**config.mk**
```make
export PLATFORM = sky130hd
export DESIGN_NAME = pooling_layer_controller_flat
export DESIGN_NICKNAME = d
export VERILOG_FILES = /design/src/rtl/pooling_pkg.sv /design/src/rtl/pooling_layer_controller_if.sv /design/src/rtl/pooling_window_counter.sv /design/src/rtl/pooling_layer_controller.sv /design/src/flat_wrapper.sv
export SDC_FILE = /design/constraint.sdc
export NUM_CORES = 1
export LEC_CHECK = 0
export CORE_MARGIN = 2
export CORE_UTILIZATION = 25
export CTS_BUF_LIST = sky130_fd_sc_hd__clkbuf_4 sky130_fd_sc_hd__clkbuf_8 sky130_fd_sc_hd__clkbuf_16
export CTS_CLUSTER_DIAMETER = 50
export DETAILED_ROUTE_END_ITERATION = 6
export HOLD_SLACK_MARGIN = 0.06
export RECOVER_POWER = 50
export SETUP_SLACK_MARGIN = 0.15
export SKIP_CTS_REPAIR_TIMING = 1
export SYNTH_ARGS = -nofsm -noshare
export SYNTH_HDL_FRONTEND = slang
export SYNTH_HIERARCHICAL = 1
export SYNTH_SLANG_ARGS = --single-unit
```
**constraint.sdc**
```tcl
create_clock -name clk -period 2.1 [get_ports clk]
set_input_delay 0.525 -clock clk [delete_from_list [all_inputs] [get_ports clk]]
set_output_delay 0.525 -clock clk [all_outputs]
set_load 0.05 [all_outputs]
```
**src/rtl/pooling_pkg.sv**
```systemverilog
// Shared types and sizing helpers for the pooling-stage controller.
package pooling_pkg;

    typedef enum logic [1:0] {IDLE, WAIT_COL, SHIFT, DONE} state_t;

    localparam int KERNEL_SIZE_DEF = 2;
    localparam int INPUT_SIZE_DEF  = 6;

    // Width of a counter/address covering 0..n-1, never narrower than one bit.
    function automatic int addr_w(input int n);
        return (n <= 2) ? 1 : $clog2(n);
    endfunction

endpackage

```
**src/rtl/pooling_layer_controller_if.sv**
```systemverilog
// Handshake, comparator-strobe and status bundle between the controller and its neighbours.
interface pooling_layer_controller_if
    import pooling_pkg::*;
#(
    parameter int ADDR_W = addr_w((INPUT_SIZE_DEF / KERNEL_SIZE_DEF) * (INPUT_SIZE_DEF / KERNEL_SIZE_DEF))
);
    logic              start;
    logic              in_valid;
    logic              in_ready;
    logic              kernel_calc_fin;
    logic              max_clear;
    logic              max_en;
    logic              out_valid;
    logic [ADDR_W-1:0] out_addr;
    logic              busy;
    logic              frame_done;

    modport master (
        output start, in_valid,
        input  in_ready, kernel_calc_fin, max_clear, max_en,
               out_valid, out_addr, busy, frame_done
    );

    modport slave (
        input  start, in_valid,
        output in_ready, kernel_calc_fin, max_clear, max_en,
               out_valid, out_addr, busy, frame_done
    );
endinterface

```
**src/rtl/pooling_window_counter.sv**
```systemverilog
// Element / column / band position counters for one pooling frame, with wrap flags.
module pooling_window_counter
    import pooling_pkg::*;
#(
    parameter int KERNEL_SIZE = KERNEL_SIZE_DEF,
    parameter int INPUT_SIZE  = INPUT_SIZE_DEF,
    parameter int OUTPUT_SIZE = INPUT_SIZE / KERNEL_SIZE,
    parameter int EW          = addr_w(KERNEL_SIZE),
    parameter int CW          = addr_w(INPUT_SIZE),
    parameter int BW          = addr_w(OUTPUT_SIZE)
) (
    input  logic          clk,
    input  logic          rst_n,
    input  logic          clr,
    input  logic          step,
    output logic [EW-1:0] elem,
    output logic [CW-1:0] col,
    output logic [BW-1:0] band,
    output logic          last_elem,
    output logic          last_frame
);
    logic last_col;
    logic last_band;

    assign last_elem  = (elem == EW'(KERNEL_SIZE - 1));
    assign last_col   = (col  == CW'(INPUT_SIZE - 1));
    assign last_band  = (band == BW'(OUTPUT_SIZE - 1));
    assign last_frame = last_col && last_band;

    always_ff @(posedge clk or negedge rst_n) begin
        if (!rst_n) begin
            elem <= '0;
            col  <= '0;
            band <= '0;
        end else if (clr) begin
            elem <= '0;
            col  <= '0;
            band <= '0;
        end else if (step) begin
            if (last_elem) begin
                elem <= '0;
                if (last_col) begin
                    col  <= '0;
                    band <= last_band ? '0 : band + 1'b1;
                end else begin
                    col <= col + 1'b1;
                end
            end else begin
                elem <= elem + 1'b1;
            end
        end
    end
endmodule

```
**src/rtl/pooling_layer_controller.sv**
```systemverilog
// Pooling-stage sequencer: accepts column slices, shifts buffer[0] into the max comparator, emits pooled-result valid/address.
module pooling_layer_controller
    import pooling_pkg::*;
#(
    parameter int KERNEL_SIZE = KERNEL_SIZE_DEF,
    parameter int INPUT_SIZE  = INPUT_SIZE_DEF
) (
    input logic                        clk,
    input logic                        rst_n,
    pooling_layer_controller_if.slave  bus
);
    localparam int OUTPUT_SIZE = INPUT_SIZE / KERNEL_SIZE;
    localparam int ADDR_W      = addr_w(OUTPUT_SIZE * OUTPUT_SIZE);
    localparam int EW          = addr_w(KERNEL_SIZE);
    localparam int CW          = addr_w(INPUT_SIZE);
    localparam int BW          = addr_w(OUTPUT_SIZE);

    state_t            state;
    logic [EW-1:0]     elem;
    logic [CW-1:0]     col;
    logic [BW-1:0]     band;
    logic              last_elem;
    logic              last_frame;
    logic              shifting;
    logic              in_ready;
    logic              win_end;
    logic              out_valid;
    logic [ADDR_W-1:0] out_addr;

    pooling_window_counter #(
        .KERNEL_SIZE (KERNEL_SIZE),
        .INPUT_SIZE  (INPUT_SIZE)
    ) u_cnt (
        .clk        (clk),
        .rst_n      (rst_n),
        .clr        (state == IDLE),
        .step       (shifting),
        .elem       (elem),
        .col        (col),
        .band       (band),
        .last_elem  (last_elem),
        .last_frame (last_frame)
    );

    assign shifting = (state == SHIFT);
    // The next slice may load on the final shift cycle; the load overwrites the buffer as its last word is consumed.
    assign in_ready = (state == WAIT_COL) || (shifting && last_elem && !last_frame);
    assign win_end  = shifting && last_elem && ((int'(col) % KERNEL_SIZE) == KERNEL_SIZE - 1);

    assign bus.in_ready        = in_ready;
    assign bus.kernel_calc_fin = bus.in_valid & in_ready;
    assign bus.max_en          = shifting;
    assign bus.max_clear       = shifting && (elem == '0) && ((int'(col) % KERNEL_SIZE) == 0);
    assign bus.out_valid       = out_valid;
    assign bus.out_addr        = out_addr;
    assign bus.busy            = (state != IDLE);
    assign bus.frame_done      = (state == DONE);

    always_ff @(posedge clk or negedge rst_n) begin
        if (!rst_n) begin
            state     <= IDLE;
            out_valid <= 1'b0;
            out_addr  <= '0;
        end else begin
            out_valid <= win_end;
            if (win_end)
                out_addr <= ADDR_W'(int'(band) * OUTPUT_SIZE + int'(col) / KERNEL_SIZE);
            case (state)
                IDLE:     if (bus.start) state <= WAIT_COL;
                WAIT_COL: if (bus.in_valid) state <= SHIFT;
                SHIFT: begin
                    if (last_elem) begin
                        if (last_frame)         state <= DONE;
                        else if (!bus.in_valid) state <= WAIT_COL;
                    end
                end
                DONE:     state <= IDLE;
                default:  state <= IDLE;
            endcase
        end
    end
endmodule

```
**src/flat_wrapper.sv**
```systemverilog
// flat-port wrapper written by rule: the top's interface ports become plain ports
module pooling_layer_controller_flat import pooling_pkg::*;
#(
    parameter int KERNEL_SIZE = KERNEL_SIZE_DEF,
    parameter int INPUT_SIZE  = INPUT_SIZE_DEF
)
  (clk, rst_n, bus_start, bus_in_valid, bus_in_ready, bus_kernel_calc_fin, bus_max_clear, bus_max_en, bus_out_valid, bus_out_addr, bus_busy, bus_frame_done);
  pooling_layer_controller_if #(.ADDR_W((4))) bus_i ();
  input logic clk;
  input logic rst_n;
  input wire logic [$bits(bus_i.start)-1:0] bus_start;
  input wire logic [$bits(bus_i.in_valid)-1:0] bus_in_valid;
  output wire logic [$bits(bus_i.in_ready)-1:0] bus_in_ready;
  output wire logic [$bits(bus_i.kernel_calc_fin)-1:0] bus_kernel_calc_fin;
  output wire logic [$bits(bus_i.max_clear)-1:0] bus_max_clear;
  output wire logic [$bits(bus_i.max_en)-1:0] bus_max_en;
  output wire logic [$bits(bus_i.out_valid)-1:0] bus_out_valid;
  output wire logic [$bits(bus_i.out_addr)-1:0] bus_out_addr;
  output wire logic [$bits(bus_i.busy)-1:0] bus_busy;
  output wire logic [$bits(bus_i.frame_done)-1:0] bus_frame_done;
  assign bus_i.start = bus_start;
  assign bus_i.in_valid = bus_in_valid;
  assign bus_in_ready = bus_i.in_ready;
  assign bus_kernel_calc_fin = bus_i.kernel_calc_fin;
  assign bus_max_clear = bus_i.max_clear;
  assign bus_max_en = bus_i.max_en;
  assign bus_out_valid = bus_i.out_valid;
  assign bus_out_addr = bus_i.out_addr;
  assign bus_busy = bus_i.busy;
  assign bus_frame_done = bus_i.frame_done;
  pooling_layer_controller #(.KERNEL_SIZE(KERNEL_SIZE), .INPUT_SIZE(INPUT_SIZE)) u_core (.clk(clk), .rst_n(rst_n), .bus(bus_i));
endmodule
```
==> summary.txt <==
Die
  – Die X: 57.8 microns
  – Core Box Area: ~0.0028 sq mm
  – Row count: 19
  – Die height: 57.8 microns
  – Die area: between 0.003 and 0.004 sq mm
  – Initial Utilization: approximately a quarter
  – # IOs: 15

Logic synthesis
  – Post-Syn Area: 724 sq um
  – Top cell type's share of synthesized area: approximately 45%
  – Post-synth top cells: dfrtp_1, inv_1
  – Synthesized Nets: 73
  – Asr flop ratio synth: 100%
  – Syn Area/Cell: about 11 sq um
  – Cells after Synth: 65
  – Post-synthesis sequential area ratio: about 45%
  – Most used DFF post-synth: dfrtp_1
  – Most frequent cell after synthesis: dfrtp_1
  – Synth area leader: dfrtp_1
  – Synth unique cells: 27
  – Top cells by area, synth: dfrtp_1, mux2_4, fa_1
  – EDFF count, synth: 0
  – Register bit count reported by yosys: 13
  – Synth warn: 6

Global route
  – Vias in the first global route: between 500 and 600
  – GRT met2 Usage: between 10% and 20%
  – Met1 GRT Util: 14.4%
  – Overflow after GRT: 0
  – Met3 Usage GRT: under 10%
  – Global-route wire length before repair: between 2 and 3 mm
  – Global route hottest layer: met2
  – Total GRT Usage: 10.2%
  – Initial antenna violation count: 0
  – Largest net degree at the start of global routing: 14

Route
  – Vias per cell: between 4 and 5
  – DRC: 0
  – ANT nets after route: 0
  – Pre-Repair DR Iteration Count: 3
  – Vias: approximately 550
  – Routed len/inst: 11.9 microns
  – Post-Route WL: between 1 and 1.5 mm
  – Drt first-iter violations: 5

Layout
  – Layout Nets: a little under 100
  – Reg area: 327 sq um
  – Fillers: 270
  – Final Non-Filler Cells: between 100 and 150
  – Number of diodes: 0
  – Share of layout cells above drive strength 1: between 30% and 40%
  – Multi-input logic area: just under 400 sq um
  – Core Util, Final: 38.4%
  – Layout area overhead: 46.3%

Setup path
  – Critical path launch point type: flop
  – Kind of critical path: reg2out
  – Reg2reg path depth: 6
  – Max FO, Critical Path: 5
  – CP required: 1570 ps
  – Endpoint class of the critical path: output port
  – WP data arrival: 1600 ps

CTS
  – Root Buffer: clkbuf_4
  – Worst-case clock buffer depth: 2
  – H-tree depth: 1
  – Clock sinks: 13
  – Clk_lat worst skew: around 280 ps
  – Clock transition at path regs: 80 ps
  – Inserted Clock Buffers: 3
  – TritonCTS clock tree: yes

Power
  – PwrDens: 1060 mW/mm^2
  – Lkg Pwr: a little over 0.6 nW
  – Worst VDD drop: between 0.7 and 0.8 mV
  – Total chip power: 1.13 mW

Place
  – Dpl hpwl: about 1.0 mm
  – Placed cell count: about 110
  – Port Buffers: 14
  – Dpl ws: 100 ps
  – GP Congestion: roughly 0.66

Timing
  – Worst slew pin tran: roughly 570 ps
  – Clock skew: slightly below 1 ps
  – Worst hold slack: ~520 ps
  – Fmax: between 400 and 500 MHz
  – Final hold violation count: 0
  – RSZ-0062 raised after global routing: true
  – Period utilisation layout: 101%
  – Max-slew headroom: approximately 62%
  – Final min period: 2130 ps
  – Endpoints failing setup: 1
  – Final WS setup: -25.9 ps
  – Final Max Tran Viols: 0

Job
  – Max-Cap Viols: 0

Outcome
  – Status: finished, violations left
  – Failing checks: negative setup slack

Hold path
  – Worst hold stages: 1
  – Worst hold-check path type: reg2reg
[flip-flops by register name, summed over array words and instances (netlist names)]
signal                flops
u_core/bus.out_addr       4
u_core/bus.out_valid      1
u_core/state              2
u_core/u_cnt/band         2
u_core/u_cnt/col          3
u_core/u_cnt/elem         1
[metal layers]
layer | part of all wire, % | routed length, microns
met5 | 0 | 0
met4 | 0 | 0
met3 | 7.2 | 103
met2 | 45 | 649
met1 | 47 | 675
[layout by cell type (no fill, tap or decap), types with 2 or more instances in the layout]
cell             netlist  routed
buf_12                 0       3
nand2b_4               1       2
nor2_1                 3       3
mux2_4                 4       4
nand2_1                4       4
o21ai_0                4       4
a21oi_1                4       4
inv_1                  8       7
clkbuf_4               0       4
o211ai_1               2       2
buf_4                  1       9
dlymetal6s2s_1         0       5
clkdlybuf4s50_1        0       3
dfrtp_1               13      12
[worst max-delay path, cell delays in order (launching register included)]
cell      delay, ps
dfrtp_1         390
nand3b_4        180
nor3b_4         210
nand2b_4        170
o21ai_4          60
and2_4          170
buf_12          140
[logic make-up (layout without fill, tap and decap cells)]
group	count (synthesis)	in the layout	synth area share, %
compound gates	11	11	8.29
xor+xnor	2	2	2.42
fa+ha+maj	4	4	8.98
buf+inv	10	34	6.05
flops	13	13	44.9
mux	4	4	8.29
simple gates	21	21	21.1
[area by class of cell]
type / count / area share (%)
sequential: 13 / 30.8
inverter: 9 / 3.31
multi-input combinational: 42 / 37.5
clock buffer: 4 / 2.83
timing repair buffer: 21 / 21.8
tap: 31 / 3.66
[metrics by stage]
step	TNS [ps]	cell area, sq um
6_report	-25.9	1060
5_1_grt	-158	1060
4_1_cts	-169	1010
3_5_place_dp	0	976
3_3_place_gp	0	976
2_1_floorplan	0	744
[worst paths after layout]
path / startpoint / end / slack [ps]
max in group asynchronous: rst_n / u_core/u_cnt/col[2]$_DFFE_PN0P_ / 1080
worst max-delay path: u_core/u_cnt/col[1]$_DFFE_PN0P_ / bus_kernel_calc_fin / -30
worst min-delay path: u_core/bus.out_addr[2]$_DFFE_PN0P_ / u_core/bus.out_addr[2]$_DFFE_PN0P_ / 520
min in group asynchronous: rst_n / u_core/bus.out_valid$_DFF_PN0_ / 610
worst max register to register: u_core/u_cnt/col[2]$_DFFE_PN0P_ / u_core/bus.out_addr[2]$_DFFE_PN0P_ / 160
worst min register to register: u_core/bus.out_addr[2]$_DFFE_PN0P_ / u_core/bus.out_addr[2]$_DFFE_PN0P_ / 520
[report_power, final]
group | leakage, nW | internal (mW) | switching, mW | total [mW]
Clock | 0.0184 | 0.0866 | 0.0867 | 0.173
Combinational | 0.410 | 0.252 | 0.365 | 0.617
Sequential | 0.177 | 0.281 | 0.0548 | 0.336
Note: power is estimated with default switching activity, not from simulation.
